$ cat src/rtl/spi_ctrl_pkg.sv
// Shared types and command-byte field definitions for the SPI command sequencer.
package spi_ctrl_pkg;

  typedef enum logic [2:0] {
    StIdle,
    StWdata,
    StRdIssue,
    StRdCap,
    StRdata
  } state_e;

  localparam int unsigned CMD_WR_BIT   = 7;
  localparam int unsigned CMD_RSV_BIT  = 6;
  localparam int unsigned CMD_ADDR_LSB = 0;

  localparam logic [7:0] DATA_OUT_IDLE = 8'h00;

  function automatic logic cmd_is_write(input logic [7:0] cmd);
    return cmd[CMD_WR_BIT];
  endfunction

  function automatic logic cmd_is_bad(input logic [7:0] cmd);
    return cmd[CMD_RSV_BIT];
  endfunction

endpackage

$ cat src/rtl/sync_2ff.sv
// Generic two-flop single-bit synchronizer with a selectable reset value.
module sync_2ff #(
  parameter bit ResetVal = 1'b1
) (
  input  logic clk_i,
  input  logic rst_i,
  input  logic d_i,
  output logic q_o
);

  logic meta_q;
  logic sync_q;

  always_ff @(posedge clk_i or posedge rst_i) begin
    if (rst_i) begin
      meta_q <= ResetVal;
      sync_q <= ResetVal;
    end else begin
      meta_q <= d_i;
      sync_q <= meta_q;
    end
  end

  assign q_o = sync_q;

endmodule

$ cat src/rtl/spi_cmd_ctrl.sv
// Decodes SPI bridge bytes into two-byte register transactions with registered strobes.
// Optional inter-byte timeout is built when SPI_CMD_TIMEOUT_EN is defined.
module spi_cmd_ctrl
  import spi_ctrl_pkg::*;
#(
  parameter int unsigned ADDR_W         = 6,
  parameter int unsigned TIMEOUT_CYCLES = 4096
) (
  input  logic              clk,
  input  logic              rst,
  input  logic              cs_n,
  input  logic              byte_sync,
  input  logic [7:0]        data_in,
  output logic [7:0]        data_out,
  output logic [ADDR_W-1:0] reg_addr,
  output logic              reg_wr,
  output logic [7:0]        reg_wdata,
  output logic              reg_rd,
  input  logic [7:0]        reg_rdata,
  output logic              cmd_err
);

  if (TIMEOUT_CYCLES == 0) begin : g_bad_timeout
    $error("spi_cmd_ctrl: TIMEOUT_CYCLES must be at least 1");
  end

  logic cs_n_s;

  sync_2ff #(
    .ResetVal(1'b1)
  ) u_cs_sync (
    .clk_i(clk),
    .rst_i(rst),
    .d_i  (cs_n),
    .q_o  (cs_n_s)
  );

  state_e            state_q, state_d;
  logic [7:0]        data_out_q, data_out_d;
  logic [ADDR_W-1:0] reg_addr_q, reg_addr_d;
  logic [7:0]        reg_wdata_q, reg_wdata_d;
  logic              reg_wr_q, reg_wr_d;
  logic              reg_rd_q, reg_rd_d;
  logic              cmd_err_q, cmd_err_d;

`ifdef SPI_CMD_TIMEOUT_EN
  localparam int unsigned CntW = $clog2(TIMEOUT_CYCLES + 1);
  localparam logic [CntW-1:0] CntMax  = CntW'(TIMEOUT_CYCLES);
  localparam logic [CntW-1:0] CntLast = CntW'(TIMEOUT_CYCLES - 1);

  logic [CntW-1:0] cnt_q, cnt_d;
  logic            timeout;
`endif

  always_comb begin
    state_d     = state_q;
    data_out_d  = data_out_q;
    reg_addr_d  = reg_addr_q;
    reg_wdata_d = reg_wdata_q;
    reg_wr_d    = 1'b0;
    reg_rd_d    = 1'b0;
    cmd_err_d   = 1'b0;
`ifdef SPI_CMD_TIMEOUT_EN
    cnt_d   = cnt_q;
    timeout = (cnt_q == CntLast);
    if ((state_q == StWdata || state_q == StRdata) && cnt_q != CntMax) begin
      cnt_d = cnt_q + CntW'(1);
    end
`endif

    // Deselect wins over any byte arriving in the same cycle.
    if (cs_n_s) begin
      state_d    = StIdle;
      data_out_d = DATA_OUT_IDLE;
    end else begin
      unique case (state_q)
        StIdle: begin
          if (byte_sync) begin
            reg_addr_d = data_in[CMD_ADDR_LSB +: ADDR_W];
            if (cmd_is_bad(data_in)) begin
              cmd_err_d = 1'b1;
            end else if (cmd_is_write(data_in)) begin
              state_d = StWdata;
            end else begin
              state_d  = StRdIssue;
              reg_rd_d = 1'b1;
            end
          end
        end
        StWdata: begin
          if (byte_sync) begin
            reg_wr_d    = 1'b1;
            reg_wdata_d = data_in;
            state_d     = StIdle;
          end
`ifdef SPI_CMD_TIMEOUT_EN
          else if (timeout) begin
            cmd_err_d = 1'b1;
            state_d   = StIdle;
          end
`endif
        end
        StRdIssue: begin
          if (byte_sync) begin
            cmd_err_d = 1'b1;
            state_d   = StIdle;
          end else begin
            state_d = StRdCap;
          end
        end
        StRdCap: begin
          if (byte_sync) begin
            cmd_err_d = 1'b1;
            state_d   = StIdle;
          end else begin
            data_out_d = reg_rdata;
            state_d    = StRdata;
          end
        end
        StRdata: begin
          if (byte_sync) begin
            data_out_d = DATA_OUT_IDLE;
            state_d    = StIdle;
          end
`ifdef SPI_CMD_TIMEOUT_EN
          else if (timeout) begin
            cmd_err_d  = 1'b1;
            data_out_d = DATA_OUT_IDLE;
            state_d    = StIdle;
          end
`endif
        end
        default: begin
          state_d    = StIdle;
          data_out_d = DATA_OUT_IDLE;
        end
      endcase
    end

`ifdef SPI_CMD_TIMEOUT_EN
    if (state_d != state_q && (state_d == StWdata || state_d == StRdata)) begin
      cnt_d = '0;
    end
`endif
  end

  always_ff @(posedge clk or posedge rst) begin
    if (rst) begin
      state_q     <= StIdle;
      data_out_q  <= DATA_OUT_IDLE;
      reg_addr_q  <= '0;
      reg_wdata_q <= '0;
      reg_wr_q    <= 1'b0;
      reg_rd_q    <= 1'b0;
      cmd_err_q   <= 1'b0;
    end else begin
      state_q     <= state_d;
      data_out_q  <= data_out_d;
      reg_addr_q  <= reg_addr_d;
      reg_wdata_q <= reg_wdata_d;
      reg_wr_q    <= reg_wr_d;
      reg_rd_q    <= reg_rd_d;
      cmd_err_q   <= cmd_err_d;
    end
  end

`ifdef SPI_CMD_TIMEOUT_EN
  always_ff @(posedge clk or posedge rst) begin
    if (rst) begin
      cnt_q <= '0;
    end else begin
      cnt_q <= cnt_d;
    end
  end
`endif

  assign data_out  = data_out_q;
  assign reg_addr  = reg_addr_q;
  assign reg_wdata = reg_wdata_q;
  assign reg_wr    = reg_wr_q;
  assign reg_rd    = reg_rd_q;
  assign cmd_err   = cmd_err_q;

endmodule

$ cat config.mk
export PLATFORM = sky130hd
export DESIGN_NAME = spi_cmd_ctrl
export DESIGN_NICKNAME = d
export VERILOG_FILES = /design/src/rtl/spi_ctrl_pkg.sv /design/src/rtl/sync_2ff.sv /design/src/rtl/spi_cmd_ctrl.sv
export SDC_FILE = /design/constraint.sdc
export NUM_CORES = 1
export LEC_CHECK = 0
export CAP_MARGIN = 20
export CORE_MARGIN = 4
export CORE_UTILIZATION = 45
export CTS_CLUSTER_DIAMETER = 120
export DETAILED_ROUTE_END_ITERATION = 7
export PLACE_DENSITY = 0.94
export SYNTH_ARGS = -nofsm -noshare
export SYNTH_HDL_FRONTEND = slang
export SYNTH_SLANG_ARGS = --single-unit
$ cat constraint.sdc
create_clock -name clk -period 3.4 [get_ports clk]
set_input_delay 0.51 -clock clk [delete_from_list [all_inputs] [get_ports clk]]
set_output_delay 0.51 -clock clk [all_outputs]
set_load 0.02 [all_outputs]
Word level (Yosys, flattened, before mapping)
Index checks and enable logic that the tools add are counted.

Output and inout bits: 25. Input bits: 20. Bits in registers: 30. Word-level logic and storage cells: 52.

Reductions and logical operators: 8. Multiplexer cells: 24. Bitwise logic cells: 1. Equal/unequal tests: 10.

Operator list (count): two-way mux 8 bit (3); case mux 8 bit (3 select lines) (1); two-way mux 3 bit (5); != test 3 x 2 -> 1 bit, second input constant (4); case mux 3 bit (4 select lines) (1); AND reduction 3 bit (4); two-way mux 1 bit (11); equality test 3 x 2 -> 1 bit, second input constant (2); two-way mux 2 bit (2); OR reduction 2 bit (2); equality test 3 x 1 -> 1 bit, second input constant (1); equality test 3 bit, second input constant (1); logical NOT 3 bit (1); != test 3 x 1 -> 1 bit, second input constant (1); OR reduction 3 bit (1); != test 2 x 1 -> 1 bit, second input constant (1); case mux 1 bit (2 select lines) (1); NOT 1 bit (1).

Logic depth before layout (Yosys ltp)
Depth after elaboration: 5. Depth in mapped cells: 4. Gate-level depth less buffers: 3.

By module
Synthesis repeated with hierarchy kept, for this count alone.

Cell total of the unflattened synthesis: 100. Area total of the unflattened synthesis: 1291.2 sq um.

By module, submodules not included: spi_cmd_ctrl (area an instance 1234.9 sq um, times used 1, cells an instance 97, sequential area each 700.7 sq um); sync_2ff (area an instance 56.3 sq um, times used 1, cells an instance 3, sequential area each 52.6 sq um).

Worst setup path before layout
No wires, ideal clock.

Path kind: in2reg. Start: in byte_sync. End: reg reg_wdata_q[0], in the netlist reg_wdata[0]. Setup slack: 2.072 ns. Stages on the path: 3. Arrival time: 1.203 ns. Buffers on the path: 0. Cell sequence: and2b_1 nand3_2 mux2_2.

Word-level cells in the longest chain between the ends: 1.

Ends and longest elaborated chain: start, declared (RTL line spi_cmd_ctrl.sv:12) `input logic byte_sync,`; AND reduction 3 bit (no source line); end signal, assigned (RTL line spi_cmd_ctrl.sv:160) `reg_wdata_q <= reg_wdata_d;`; end, declared (RTL line spi_cmd_ctrl.sv:41) `logic [7:0] reg_wdata_q, reg_wdata_d;`.

Every way passes these cells. A chain may end at the register's enable or synchronous reset.

Worst setup path in the final report
Start: reg reg_wdata_q[6], in the netlist reg_wdata[6]. End: out reg_wdata[6].

RTL lines: end, declared (RTL line spi_cmd_ctrl.sv:17) `output logic [7:0] reg_wdata,`.

No word-level cell between the ends.

==> results_dict.tcl <==
set metrics [dict create \
    period_needed_ns 1.85 \
    r2r-end "reg_wdata[6]$_DFFE_PP0P_" \
    pre_cts_ws_ns 1.33 \
    io_buffer_count 44 \
    drt_pass1_iterations 4 \
    critPathMaxFanout 2 \
    grt_pass1_wl_um 4330 \
    min_path_type "flip-flop to flip-flop" \
    core_area_um2 2480 \
    fmax_ghz 0.541 \
    row_count 18 \
    synth-warning-count 0 \
    ys_ff_latch 30 \
    required_ns 2.89 \
    syn_area_um2 1160 \
    design_area_um2 1720 \
    clockBufferDepth 2 \
    power_density_nw_per_um2 523 \
    grt_util_all_layers_pct 16.6 \
    synth_area_leaders "dfrtp_1 (60%), mux2_2 (14%), a22o_1 (6.0%), dfstp_2 (4.5%), nand3_2 (1.7%)" \
    critPathSlowestCell "clkdlybuf4s50_1" \
    crit_arrival_ns 1.34 \
    cts-root-buf "clkbuf_4" \
    cts_max_level 2 \
    end_kind "primary output" \
    r2r_slack_ns 1.88 \
    startpoint "reg_wdata[6]$_DFFE_PP0P_" \
    setup-violations-final 0 \
    placed_area_um2 1630 \
    rsz0062_at_grt "false" \
    synth_nets 102 \
    cellLeakagePower_nw 0.767 \
    die-width_um 58.8 \
    synth_top_cell_area_share_pct 60.3 \
    syn_to_final_growth_pct 48.0 \
    met1Wirelength_um 1070 \
    crit_chain "clkdlybuf4s50_1" \
    wl_met2_um 1220 \
    cp_num_buf_inv 1 \
    antenna_found_initial 0 \
    cp_num_cells 1 \
    period_share_pct 54.4 \
    clock_skew_ns 0.0144 \
    dr.max_layer_used "met3" \
    fin_ws_ns 1.55 \
    antenna_cells 0 \
    ctsHoldBuffers 0 \
    grt-ovfl-total 0 \
    wirelength_um 2570 \
    gp_congestion 0.836 \
    peakVddDrop_mv 0.440 \
    worst-r2r-cell-count 3 \
    vias 856 \
    post-synth-top-area-cell "dfrtp_1" \
    clk_latency_ns 0.31 \
    crit-reg2reg-launch "state_q[1]$_DFFE_PP0P_" \
    cp-start-kind "flip-flop" \
    routedWlPerCell_um 15.8 \
    die_area_um2 3460 \
    nets 152 \
    viasPerCell 5.25 \
    stdcell_count 163 \
    ys_seq_area_share_pct 64.9 \
    postCtsSetupBuffers 0 \
    first_global_vias 912 \
    hold_viol 0 \
    synth_cells 82 \
    routed-wl-met3_um 281 \
    worst_pin_slew_ns 0.556 \
    slew_headroom_pct 63.0 \
    crit_path_end "reg_wdata[6]" \
    dp.cells 154 \
    path_clk_slew_ns 0.09 \
    hold_slack_ns 0.358 \
    drive_gt1_share_pct 21.1 \
    postSynthAreaPerCell_um2 14.2 \
    run_status "finished clean" \
    grt_max_degree 31 \
    synth.distinct_cells 22 \
    ant_nets 0 \
    dpl.hpwl_um 1870 \
    cts.repair.resized 0 \
    die_y_um 58.8 \
    maxCapViolCount 0 \
    crit_type "flip-flop to primary output" \
    tritoncts "built" \
    cts.sinks 30 \
    slew_viol_final 0 \
    drt_drc_violations_left 0 \
    cts_buffers 5 \
    drt_iter0_drc 51 \
    pin_count 45 \
    tns_ns 0 \
    cpPeakStageDelay_ns 0.63 \
    initial_utilization_pct 46.9 \
    cpLargestDelayFamily "buffers and inverters" \
]
## how the worst min path moves through the flow
stage | startpoint | to | slack, ns | depth (start not counted)
after CTS | u_cs_sync.meta_q$_DFF_PP1_ | u_cs_sync.q_o$_DFF_PP1_ | 0.36 | 0
after floorplan | u_cs_sync.meta_q$_DFF_PP1_ | u_cs_sync.q_o$_DFF_PP1_ | 0.35 | 0
after detailed placement | u_cs_sync.meta_q$_DFF_PP1_ | u_cs_sync.q_o$_DFF_PP1_ | 0.35 | 0
after global routing | u_cs_sync.meta_q$_DFF_PP1_ | u_cs_sync.q_o$_DFF_PP1_ | 0.37 | 0
final | u_cs_sync.meta_q$_DFF_PP1_ | u_cs_sync.q_o$_DFF_PP1_ | 0.36 | 0
after global placement | u_cs_sync.meta_q$_DFF_PP1_ | u_cs_sync.q_o$_DFF_PP1_ | 0.35 | 0
## synthesized netlist by cell type
| master | number |
|---|---|
| a21oi_1 | 3 |
| a22o_1 | 8 |
| and2b_1 | 1 |
| and3_1 | 1 |
| and3b_1 | 1 |
| buf_2 | 1 |
| clkbuf_1 | 1 |
| dfrtp_1 | 28 |
| dfstp_2 | 2 |
| inv_1 | 3 |
| mux2_2 | 14 |
| nand2_1 | 2 |
| nand3_2 | 2 |
| nor2_1 | 5 |
| nor2b_1 | 1 |
| nor3_1 | 3 |
| nor4bb_1 | 1 |
| o21a_1 | 1 |
| o21ai_0 | 1 |
| o311a_1 | 1 |
| o32ai_2 | 1 |
| or2_2 | 1 |
## sequential cells by signal, summed over array words and instances (netlist names), 3 cells and up
| register | flops |
|---|---|
| data_out | 8 |
| reg_wdata | 8 |
| reg_addr | 6 |
| state_q | 3 |
## cell families after synthesis
| group | synth area share (%) |
|---|---|
| DFF | 64.9 |
| and+or+nand+nor | 9.16 |
| AOI/OAI and AO/OA | 10.7 |
| muxes | 13.6 |
| buffers and inverters | 1.72 |
## routing by layer
layer	up-vias	global-route usage, %
li1	397	-
met1	410	22.1
met2	49	26.0
met3	0	6.80
met4	0	2.91
met5	-	0
## worst reg2reg max path, delay by kind of cell, from the launching register on
family / cells / cell delay [ns]
flip-flops: 1 / 0.46
multiplexers: 1 / 0.37
AND/OR/NAND/NOR: 2 / 0.58
## cell usage in the layout (no fill, tap or decap), drive strengths merged, types with 3 or more instances in the layout
cell type,count
dfrtp,28
a22o,8
nor2,5
clkbuf,7
a21oi,3
clkdlybuf4s50,44
nor3,3
mux2,14
inv,3
## cell type report
cell class,count,area [um2]
fill,190,759
sequential,30,753
timing repair buffer,45,468
tap,30,37.5
multi-input combinational,47,388
inverter,3,11.3
clock buffer,7,55.1
clock inverter,1,5.00
## metrics by stage
stage / total power [W] / utilization (%)
2_1_floorplan: 0.000555 / -
3_5_place_dp: 0.000691 / 65.8
5_1_grt: 0.000949 / 69.3
4_1_cts: 0.000907 / 68.2
6_report: 0.000898 / 69.3
3_3_place_gp: 0.000685 / 65.8
## power breakdown
| part | total, W | switching [W] | internal, W | leakage (nW) |
|---|---|---|---|---|
| combinational | 0.000254 | 0.000115 | 0.000139 | 0.346 |
| clock | 0.000209 | 0.000109 | 0.000100 | 0.0353 |
| sequential | 0.000435 | 0.0000292 | 0.000406 | 0.385 |
| total | 0.000898 | 0.000253 | 0.000645 | 0.767 |
Note: power is estimated with default switching activity, not from simulation.
==> variant 1 (same flow settings) <==
`ADDR_W`: 6 -> 4.
--- a/src/rtl/spi_cmd_ctrl.sv
+++ b/src/rtl/spi_cmd_ctrl.sv
@@ -5,3 +5,3 @@
 #(
-  parameter int unsigned ADDR_W         = 6,
+  parameter int unsigned ADDR_W         = 4,
   parameter int unsigned TIMEOUT_CYCLES = 4096
Ports: changed (resized reg_addr); port bits go from 45 to 43. The function was not compared with the original's and may differ.
==> variant 1 against the original RTL <==
  * Worst setup slack got worse by 8.6 ps
  * Design area decreased by 3.0%
  * Sequential share of layout area decreased by 1.7 points
  * Area after synthesis decreased by 0.43%
  * Critical path depth unchanged
  * Critical endpoint is now reg_wdata[4]
  * Power decreased by 4.4%
  * Wire length decreased by 4.7%
  * Core utilization decreased by 1.5 points
  * Sequential cell count decreased by 2
  * Critical path type unchanged
  * Fmax decreased by 0.46%
==> variant 1: results (changes against the original RTL) <==
- Slew headroom: 75.7% (was 63.0%)
- Met2 wire length: 1320 um (was 1220 um)
- Grt met3 use: 3.51% (was 6.80%)
- M1 GR Usage: 18.2% (was 22.1%)
- Maximum VDD drop: 0.326 mV (was 0.440 mV)
- Non-CTS buffers: 43 (was 45)
- Largest net degree at the start of global routing: 29 (was 31)
- CLK BUF: 3 (was 7)
- Clock slew at reported path FFs: 150 ps (was 90 ps)
- Sequential cell area fraction in the yosys report: 60.8% (was 64.9%)
- Reg-to-Reg Start: state_q[2] (was state_q[1])
- H-tree Lvls: 1 (was 2)
- GRT Util Overall: 16.0% (was 16.6%)
- Fill cells: 199 (was 190)
- Comb_multi_in: 44 (was 47)
- Asr flop ratio synth: 100% (unchanged)
- Top post-synthesis cells by count: dfrtp_1 (26), a22o_1 (8), mux2_2 (8), mux2_4 (4), nor2_1 (4) (was dfrtp_1 (28), mux2_2 (14), a22o_1 (8), nor2_1 (5))
- Leak pwr: 0.739 nW (was 0.767 nW)
- Fraction of cell area in non-clock buffers: 26.9% (was 27.2%)
- Total wire length: 2450 um (was 2570 um)
- Cell variety after synth: 26 (was 22)
- Mapped Area: 1160 sq um (about the same)
- Clk. pwr: 0.218 mW (was 0.209 mW)
- Final nets: 143 (was 152)
- Routed vias/inst: 5.16 (was 5.25)
- Flip-flop and latch area: 703 sq um (was 753 sq um)
- Pre-CTS WS: 1260 ps (was 1330 ps)
- Global-route wire length before repair: 4090 um (was 4330 um)
- GR Layer Usage met2: 29.2% (was 26.0%)
- Setup Skew: 7.95 ps (was 14.4 ps)
- Status: finished, final reports clean (unchanged)
- Clock sink total: 28 (was 30)
- Met3 WL: 141 um (was 281 um)
- Syn nets: 98 (was 102)
- Met1 wire length: 948 um (was 1070 um)
- Hpwl dp: 1910 um (was 1870 um)
- Top routing layer in use: met4 (was met3)
- Sw frac: 26.6% (was 28.2%)
- Proportion of layout cells with a drive suffix above 1: 23.0% (was 21.1%)
- 1st-iter DRT viols: 10 (was 51)
- Vias in the first global route: 866 (was 912)
- Clk tree area frac: 3.15% (was 3.50%)
- Multi-input combinational area share: 24.8% (was 22.6%)
- Worst-Skew Late Latency: 330 ps (was 310 ps)
- Area contributors post-synth: dfrtp_1 (56%), mux2_2 (7.8%), a22o_1 (6.1%) (was dfrtp_1 (60%), mux2_2 (14%), a22o_1 (6.0%))
- Drt first pass iters: 4 (unchanged)
- Port Buf Inserts: 42 (was 44)
- Gate power share: 27.6% (was 28.3%)
[variant 1: worst paths after layout]
check,endpoint,slack [ps]
max reg2reg,reg_wdata[6],1900
max,reg_wdata[4],1540
min in group asynchronous,data_out[4],380
min reg2reg,u_cs_sync.q_o,370
min,u_cs_sync.q_o,370
max in group asynchronous,u_cs_sync.meta_q,2540
[variant 1: logic make-up (layout without fill, tap and decap cells)]
group | Yosys count | count (layout) | share of synthesized area [%]
AND/OR/NAND/NOR | 17 | 17 | 10.6
AO/OA/AOI/OAI | 15 | 15 | 12.2
buffers and inverters | 6 | 50 | 3.35
flip-flops | 28 | 28 | 60.8
multiplexers | 12 | 12 | 13.0
[variant 1: stage by stage]
step	cells	area (sq um)	power (mW)	utilization [%]
finish	152	1670	0.859	67.9
floorplan	78	1160	0.525	-
global placement	147	1590	0.638	64.6
detailed placement	147	1590	0.647	64.6
global route	152	1670	0.893	67.9
CTS	151	1640	0.863	66.8
==> variant 2 (same settings) <==
Made on the original files. The output `cmd_err` loses its register stage (`cmd_err_q` becomes a continuous assignment).
--- a/src/rtl/spi_cmd_ctrl.sv
+++ b/src/rtl/spi_cmd_ctrl.sv
@@ -154,3 +154,2 @@
       reg_rd_q    <= 1'b0;
-      cmd_err_q   <= 1'b0;
     end else begin
@@ -162,5 +161,6 @@
       reg_rd_q    <= reg_rd_d;
-      cmd_err_q   <= cmd_err_d;
     end
   end
+
+  assign cmd_err_q = cmd_err_d;
 
Formal check against the unedited RTL: not equivalent (a bounded check fails within 4 cycles, from zero or initial values and one cycle with rst high).
==> variant 2 against the original RTL <==
  * Wire length is 4.5% higher
  * Critical path type is now in -> out
  * Area after synthesis decreased by 2.2%
  * Clock power is 11% higher
  * Worst setup slack lost 560 ps
  * Design area is 1.0% lower
  * Clock skew down 3.3 ps
  * Die area decreased by 1.9%
  * Sequential cell count down 1
  * Power rose by 1.3%
==> variant 2: results (changes against the original RTL) <==
- Status: finished, final reports clean (unchanged)
- Total wire length: 2690 um (was 2570 um)
- Fill cells: 163 (was 190)
- Reg-to-Reg Start: state_q[2] (was state_q[1])
- Area after DPL: 1600 sq um (was 1630 sq um)
- Top post-synthesis cells by count: dfrtp_1 (27), mux2_2 (14), a22o_1 (8), nor2_1 (5) (was dfrtp_1 (28), mux2_2 (14), a22o_1 (8), nor2_1 (5))
- Crit Path Max Fanout: 8 (was 2)
- Reg power frac: 46.2% (was 48.5%)
- Mux contribution to synthesized area: 13.9% (was 13.6%)
- Worst path max stage delay: 610 ps (was 630 ps)
- Proportion of layout cells with a drive suffix above 1: 22.0% (was 21.1%)
- Final GP Congestion: 0.902 (was 0.836)
- Pint: 0.652 mW (was 0.645 mW)
- Sequential cell area fraction in the yosys report: 64.1% (was 64.9%)
- Drt first pass iters: 5 (was 4)
- Post-Synth XOR/XNOR Area: 0% (unchanged)
- Setup Skew: 11.1 ps (was 14.4 ps)
- Routed vias/inst: 5.37 (was 5.25)
- H-tree Lvls: 2 (unchanged)
- Final nets: 151 (was 152)
- Clk. pwr: 0.233 mW (was 0.209 mW)
- GRT Util Overall: 18.1% (was 16.6%)
- Maximum VDD drop: 0.430 mV (was 0.440 mV)
- Largest net degree at the start of global routing: 30 (was 31)
- Area contributors post-synth: dfrtp_1 (59%), mux2_2 (14%), a22o_1 (6.2%) (was dfrtp_1 (60%), mux2_2 (14%), a22o_1 (6.0%))
- Worst-Skew Late Latency: 330 ps (was 310 ps)
- Hpwl dp: 2020 um (was 1870 um)
- 1st-iter DRT viols: 25 (was 51)
- Vias in the first global route: 914 (was 912)
- Global-route wire length before repair: 4390 um (was 4330 um)
- R2R setup slack: 1860 ps (was 1880 ps)
- Fmax: 415 MHz (was 541 MHz)
- Slew headroom: 60.3% (was 63.0%)
- Crit path from: byte_sync (was reg_wdata[6])
variant 2: cell count changes in the layout (fill, tap and decap cells not counted), sizes merged:
cell	change
dfrtp	-1
variant 2: cell families (layout without fill, tap and decap cells):
group | Yosys count | after routing
AOI/OAI and AO/OA | 15 | 15
muxes | 14 | 14
and+or+nand+nor | 18 | 18
buffers and inverters | 5 | 56
DFF | 29 | 29
variant 2: area by class of cell:
| class | count | area share (%) |
|---|---|---|
| clock buffers | 7 | 3.83 |
| clock inverters | 1 | 0.294 |
| inverters | 3 | 0.662 |
| multi-input cells | 47 | 22.8 |
| flip-flops and latches | 29 | 42.8 |
| well taps | 28 | 2.06 |
| repair buffers | 45 | 27.5 |
variant 2: path summary, 6_finish.rpt:
check	end	cells after the start
worst max-delay path	cmd_err	4
worst min-delay path	u_cs_sync.q_o	0
worst max register to register	reg_wdata[6]	3
worst min register to register	u_cs_sync.q_o	0
max in group asynchronous	u_cs_sync.q_o	3
min in group asynchronous	reg_wdata[1]	2
variant 2: per-layer routing:
| layer | vias to the layer above | wire [um] | track usage (%) | share of wire, % |
|---|---|---|---|---|
| met4 | 0 | 43 | 6.95 | 1.6 |
| met3 | 5 | 344 | 11.8 | 13 |
| met1 | 404 | 936 | 18.0 | 35 |
| met5 | - | 0 | 0 | 0 |
| li1 | 397 | - | - | - |
| met2 | 53 | 1360 | 30.2 | 51 |
variant 2: through the flow:
stage / hold slack [ps] / instances / utilization (%) / total power, mW
4_1_cts: 361 / 159 / 72.8 / 0.920
2_1_floorplan: 345 / 81 / - / 0.542
3_5_place_dp: 352 / 151 / 69.8 / 0.682
3_3_place_gp: 347 / 151 / 69.8 / 0.670
6_report: 358 / 160 / 74.0 / 0.910
5_1_grt: 372 / 160 / 74.0 / 0.961
